--- src/rtl/cipher_ctrl_fsm.sv ---
// cipher_ctrl_fsm
// Sequencer for the encode/decode datapath: after a start request it issues
// NUM_LOAD key-byte load strobes, KEY_ROUNDS key-generation strobes and
// CRYPT_ROUNDS encode or decode strobes, then a one-cycle done pulse.
// Strobes are gated by dp_stall; abort returns to IDLE without done.
module cipher_ctrl_fsm #(
  parameter int unsigned NUM_LOAD     = 2,
  parameter int unsigned KEY_ROUNDS   = 2,
  parameter int unsigned CRYPT_ROUNDS = 1,
  parameter int unsigned CNT_W        = 4
) (
  input  logic             clka,
  input  logic             restart_n,
  input  logic             enable,
  input  logic             encode,
  input  logic             dp_stall,
  input  logic             abort,
  output logic [2:0]       state,
  output logic             load_en,
  output logic             key_gen,
  output logic             outcode,
  output logic             crypt_mode,
  output logic [CNT_W-1:0] step_idx,
  output logic             busy,
  output logic             done
);

  // Number of distinct step indices the counter can hold.
  localparam longint unsigned CNT_SPAN = 64'd1 << CNT_W;

  // Every phase length must be non-zero and reachable by the step counter.
  if (NUM_LOAD < 1 || NUM_LOAD > CNT_SPAN ||
      KEY_ROUNDS < 1 || KEY_ROUNDS > CNT_SPAN ||
      CRYPT_ROUNDS < 1 || CRYPT_ROUNDS > CNT_SPAN) begin : g_param_err
    $error("cipher_ctrl_fsm: phase counts must be in 1..2**CNT_W");
  end

  // Counter value on the final strobe of each phase.
  localparam logic [CNT_W-1:0] LOAD_LAST  = CNT_W'(NUM_LOAD - 1);
  localparam logic [CNT_W-1:0] KEY_LAST   = CNT_W'(KEY_ROUNDS - 1);
  localparam logic [CNT_W-1:0] CRYPT_LAST = CNT_W'(CRYPT_ROUNDS - 1);

  typedef enum logic [2:0] {
    S_IDLE   = 3'b000,
    S_LOAD   = 3'b001,
    S_KEYGEN = 3'b010,
    S_ENCODE = 3'b011,
    S_DECODE = 3'b100,
    S_DONE   = 3'b101
  } state_e;

  state_e           state_q, state_d;
  logic [CNT_W-1:0] cnt_q, cnt_d;
  logic             mode_q, mode_d;

  logic             in_phase;
  logic             strobe;
  logic             phase_last;

  // Phase membership, strobe qualification and last-step detection.
  always_comb begin
    in_phase   = 1'b0;
    phase_last = 1'b0;
    case (state_q)
      S_LOAD: begin
        in_phase   = 1'b1;
        phase_last = (cnt_q == LOAD_LAST);
      end
      S_KEYGEN: begin
        in_phase   = 1'b1;
        phase_last = (cnt_q == KEY_LAST);
      end
      S_ENCODE, S_DECODE: begin
        in_phase   = 1'b1;
        phase_last = (cnt_q == CRYPT_LAST);
      end
      default: begin
        in_phase   = 1'b0;
        phase_last = 1'b0;
      end
    endcase
    strobe = in_phase & ~dp_stall;
  end

  // Next-state, step counter and mode latch.
  always_comb begin
    state_d = state_q;
    cnt_d   = cnt_q;
    mode_d  = mode_q;

    case (state_q)
      S_IDLE: begin
        if (enable) begin
          state_d = S_LOAD;
          cnt_d   = '0;
          mode_d  = encode;
        end
      end
      S_LOAD: begin
        if (strobe) begin
          if (phase_last) begin
            state_d = S_KEYGEN;
            cnt_d   = '0;
          end else begin
            cnt_d = cnt_q + CNT_W'(1);
          end
        end
      end
      S_KEYGEN: begin
        if (strobe) begin
          if (phase_last) begin
            state_d = mode_q ? S_ENCODE : S_DECODE;
            cnt_d   = '0;
          end else begin
            cnt_d = cnt_q + CNT_W'(1);
          end
        end
      end
      S_ENCODE, S_DECODE: begin
        if (strobe) begin
          if (phase_last) begin
            state_d = S_DONE;
            cnt_d   = '0;
          end else begin
            cnt_d = cnt_q + CNT_W'(1);
          end
        end
      end
      S_DONE: begin
        state_d = S_IDLE;
        cnt_d   = '0;
      end
      default: begin
        state_d = S_IDLE;
        cnt_d   = '0;
      end
    endcase

    // Abort outranks stall and sequencing in every non-idle state.
    if (abort && (state_q != S_IDLE)) begin
      state_d = S_IDLE;
      cnt_d   = '0;
    end
  end

  // State register with synchronous active-low reset.
  always_ff @(posedge clka) begin
    if (!restart_n) begin
      state_q <= S_IDLE;
      cnt_q   <= '0;
      mode_q  <= 1'b0;
    end else begin
      state_q <= state_d;
      cnt_q   <= cnt_d;
      mode_q  <= mode_d;
    end
  end

  // Output decode from the state register and dp_stall.
  always_comb begin
    state      = state_q;
    load_en    = (state_q == S_LOAD) & ~dp_stall;
    key_gen    = (state_q == S_KEYGEN) & ~dp_stall;
    outcode    = ((state_q == S_ENCODE) | (state_q == S_DECODE)) & ~dp_stall;
    crypt_mode = mode_q;
    step_idx   = in_phase ? cnt_q : '0;
    busy       = (state_q != S_IDLE);
    done       = (state_q == S_DONE);
  end

endmodule

--- config.mk ---
export PLATFORM = sky130hd
export DESIGN_NAME = cipher_ctrl_fsm
export DESIGN_NICKNAME = d
export VERILOG_FILES = /design/src/rtl/cipher_ctrl_fsm.sv
export SDC_FILE = /design/constraint.sdc
export NUM_CORES = 1
export LEC_CHECK = 0
export ABC_AREA = 1
export ABC_CLOCK_PERIOD_IN_PS = 3500
export CORE_UTILIZATION = 48
export CTS_CLUSTER_DIAMETER = 80
export CTS_CLUSTER_SIZE = 28
export DETAILED_ROUTE_END_ITERATION = 12
export GPL_ROUTABILITY_DRIVEN = 0
export PLACE_DENSITY = 0.81
export REMOVE_ABC_BUFFERS = 1
export SLEW_MARGIN = 30
export SYNTH_ARGS = -nofsm -noshare
export SYNTH_HDL_FRONTEND = slang
export SYNTH_SLANG_ARGS = --single-unit
--- constraint.sdc ---
create_clock -name clka -period 3.5 [get_ports clka]
set_input_delay 1.05 -clock clka [delete_from_list [all_inputs] [get_ports clka]]
set_output_delay 1.05 -clock clka [all_outputs]
set_load 0.005 [all_outputs]
# --- Word-level counts from Yosys, hierarchy flattened ---
# Cells that the tools add are included.
totals:
  ff_bits: 8
  input_bits: 6
op_classes:
  add_sub_neg: 1
  n_eq_ne: 14
  mux: 16
  bitwise_logic: 7
  reduce_logical: 11
ops:
  columns: ["cell", "n"]
  rows:
  - ["$mux 3", 8]
  - ["$mux 4", 4]
  - ["$ne 2x2->1 const B", 7]
  - ["$pmux 3 s4", 1]
  - ["$pmux 4 s2", 1]
  - ["$reduce_and 7->1", 1]
  - ["$eq 3x2->1 const B", 2]
  - ["$eq 3x3->1 const B", 2]
  - ["$reduce_or 2->1", 3]
  - ["$add 4x1->4 const B", 1]
  - ["$and 1x1->1", 4]
  - ["$eq 4x1->1 const B", 1]
  - ["$logic_not 4->1", 1]
  - ["$reduce_and 2->1", 2]
  - ["$reduce_or 4->1", 1]
  - ["$eq 3x1->1 const B", 1]
  - ["$logic_not 3->1", 1]
  - ["$reduce_bool 3->1", 1]
  - ["$ne 2x1->1 const B", 1]
  - ["$not 1->1", 2]
  - ["$pmux 1 s2", 1]
  - ["$logic_and 1x1->1", 1]
  - ["$mux 1", 1]
  - ["$or 1x1->1", 1]

# --- Longest topological paths before layout ---
depth:
  ltp_word: 6
  depth_mapped: 9
  mapped_depth_nobuf: 9

# --- Worst setup path after synthesis ---
# No wires, ideal clock.
synth_path:
  path_kind: "input -> output"
  start: "in dp_stall"
  end: "out load_en"
  arrival_time_ns: 1.242
  slack_ns: 1.208
  cell_stages: 1
  cell_sequence: "nor3_1"
synth_between:
  elab_chain_len: 2
synth_rtl:
  columns: ["element", "line_no", "text"]
  rows:
  - ["start: declaration", "16", "input logic dp_stall,"]
  - ["$not 1->1", "162", "load_en = (state_q == S_LOAD) & ~dp_stall;"]
  - ["$and 1x1->1", "162", null]
  - ["end: declaration", "19", "output logic load_en,"]
# Every way passes these cells.

# --- Worst setup path after layout ---
# Same ends and word-level chain as after synthesis.

==> impl_results.md <==
* RSZ-0062 raised after global routing: false
* Clock Sinks at 8
* CP Class: in -> out
* CP Data Arrival Time at roughly 2200 ps
* Main synth FF type: dfxtp_1
* Fraction of synthesized cell area in xor and xnor cells at 0.0275
* Worst Skew at roughly 1.9 ps
* WHS at about 500 ps
* CTS buffer count at 3
* Routed Antenna Nets at 0
* Largest net degree at the start of global routing at 9
* Hold crit path type: reg -> reg
* H-tree level count at 1
* Max clock buf depth at 2
* Fin Setup TNS at 0 ps
* Top cell type by total area after synthesis: dfxtp_1
* Initial Utilization at 0.544
* Per-cell routed wire length at 10.3 um
* Synth Area in Adders at 0.0589
* Setup Fix Bufs, Post-CTS at 0
* Post-synthesis mux area share at 0
* First-pass GRT wire length at 2240 um
* Die width at 38.4 um
* Die area at between 1000 and 1500 um2
* Tot Pwr at approximately 0.53 mW
* Post-synth EDFFs at 0
* Period utilization at 0.940
* Antenna violations before repair at 0
* Async SR Flop Fraction at 0
* Flops & latches, synth at 8
* Yosys warns at 0
* Endpoint class of the critical path: output port
* Total track usage at 0.221
* Final Hold Viols at 0
* Post-synthesis simple-gate area fraction at 0.446
* Post-synthesis sequential area ratio at 0.251
* Compound-Gate Fraction of Synth Area at 0.128
* Top-count cell post-synth: nor2_1
* Status: completed
* Gr ovfl total at 0
* Clk pin slew, worst setup/hold paths at around 50 ps
* DP HPWL at ~1200 um
* Worst Path Max Fanout at 4
* Max Cap Violations at 0
* Combinational family with the most area after synthesis: simple AND/OR/NAND/NOR gates
* Max Slew Vio Count at 0
* Fmax at a little over 0.3 GHz
* Clock latency at the later pin of the worst-skew pair at 240 ps
* Top-area cell type share of the netlist area at 0.251
* Placement Rows at 12
* Crit path cell chain: clkdlybuf4s50_1 -> nor3_1 -> clkdlybuf4s50_1
* Cts repair resizes at 0
* Vert. Die Dim at a little under 40 um
* Via count at 647
* Num ports at 19
* Startpoint types: input port
* Clk root buf: clkbuf_4
* Cts hold-fix bufs at 0
* DRC errors left at 0
* CTS tree: built
* Count of different cell masters after synthesis at 19
* DP Area at between 800 and 900 um2
* Synth top cells by count: nor2_1, nand2_1, inv_1
* Worst vdd ir at just under 0.4 mV
* Max stage delay on crit path at approximately 530 ps
* Post-Syn Instances at a little under 100
* CP max-delay cell: clkdlybuf4s50_1
* DR vias/cell at roughly 4.8
* Worst slew pin tran at 332 ps
* Endpoints failing setup at 0
* Min Tclk post-route at roughly 3300 ps
* Core area at around 1200 um2
* Initial drt markers at 20
* Worst slew margin at 0.778
* Pre-antenna DRT Iters at 4
* N_diodes at 0
* Most used cell, CP: clkdlybuf4s50_1
* Synth Cell Area at 637 um2
* Routed wire length at 1390 um
* Leakage at roughly 0.36 nW
* Power Density at 618 nW/um2
* Worst Path Required at approximately 2500 ps
* Syn avg cell area at 6.50 um2
* Fin area at 865 um2
* IO buf count at 18
* Share of cells above drive strength 1 at 0.167
* Nets at 131
* Vias in the first global route at 536
* Top cells by area, synth: dfxtp_1, nor2_1, nand2_1
* Layout Area Growth over Synthesis at 35.8%
## area by class of cell
class | count | area, um2
inverters | 15 | 56.3
repair buffers | 19 | 188
flip-flops and latches | 8 | 160
fillers | 93 | 307
clock buffers | 3 | 22.5
well taps | 14 | 17.5
multi-input cells | 75 | 420
## per-layer routing
| layer | share of wire | global-route usage | vias up |
|---|---|---|---|
| li1 | - | - | 356 |
| met1 | 0.54 | 0.306 | 288 |
| met2 | 0.46 | 0.331 | 3 |
| met3 | 0.0058 | 0.0349 | 0 |
| met4 | 0 | 0.103 | 0 |
| met5 | 0 | 0 | - |
## state kept, by name, summed over array words and instances (netlist names)
name and cells:
crypt_mode 1, cnt_q 4, state 3
## placed cells by master, fill, tap and decap left out, drive strengths merged
| cell | instances |
|---|---|
| nor2 | 25 |
| nand2 | 20 |
| xor2 | 2 |
| ha | 3 |
| nand3 | 11 |
| clkbuf | 3 |
| nor3 | 1 |
| o21ai | 4 |
| nor3b | 2 |
| inv | 15 |
| dfxtp | 8 |
| a21oi | 7 |
| buf | 1 |
| clkdlybuf4s50 | 18 |
## path summary, 6_finish.rpt
kind | startpoint | cells after the start | slack (ps) | end
worst max-delay path | dp_stall | 3 | 210 | load_en
worst min-delay path | crypt_mode | 2 | 500 | crypt_mode
worst max register to register | cnt_q[0] | 9 | 2040 | state[1]
worst min register to register | crypt_mode | 2 | 500 | crypt_mode
## logic make-up after synthesis
kind of cell               Yosys count
DFF                                  8
buffers and inverters               15
and+or+nand+nor                     59
adders and majority gates            3
xor gates and xnor gates             2
AOI/OAI and AO/OA                   11
## critical path: cells and delay by family
kind / cells / cell delay [ps]
buffers and inverters: 2 / 990
and+or+nand+nor: 1 / 190
## power breakdown
| part | switching, mW | internal (mW) |
|---|---|---|
| clock | 0.0252 | 0.0388 |
| sequential | 0.0270 | 0.109 |
| combinational | 0.197 | 0.137 |
| total | 0.250 | 0.284 |
## through the flow
stage	std cells	setup WS, ps	util
global placement	131	247	0.719
CTS	134	213	0.738
detailed placement	131	233	0.719
floorplan	98	1210	-
global route	134	163	0.738
finish	134	209	0.738
Note: power is estimated with default switching activity, not from simulation.
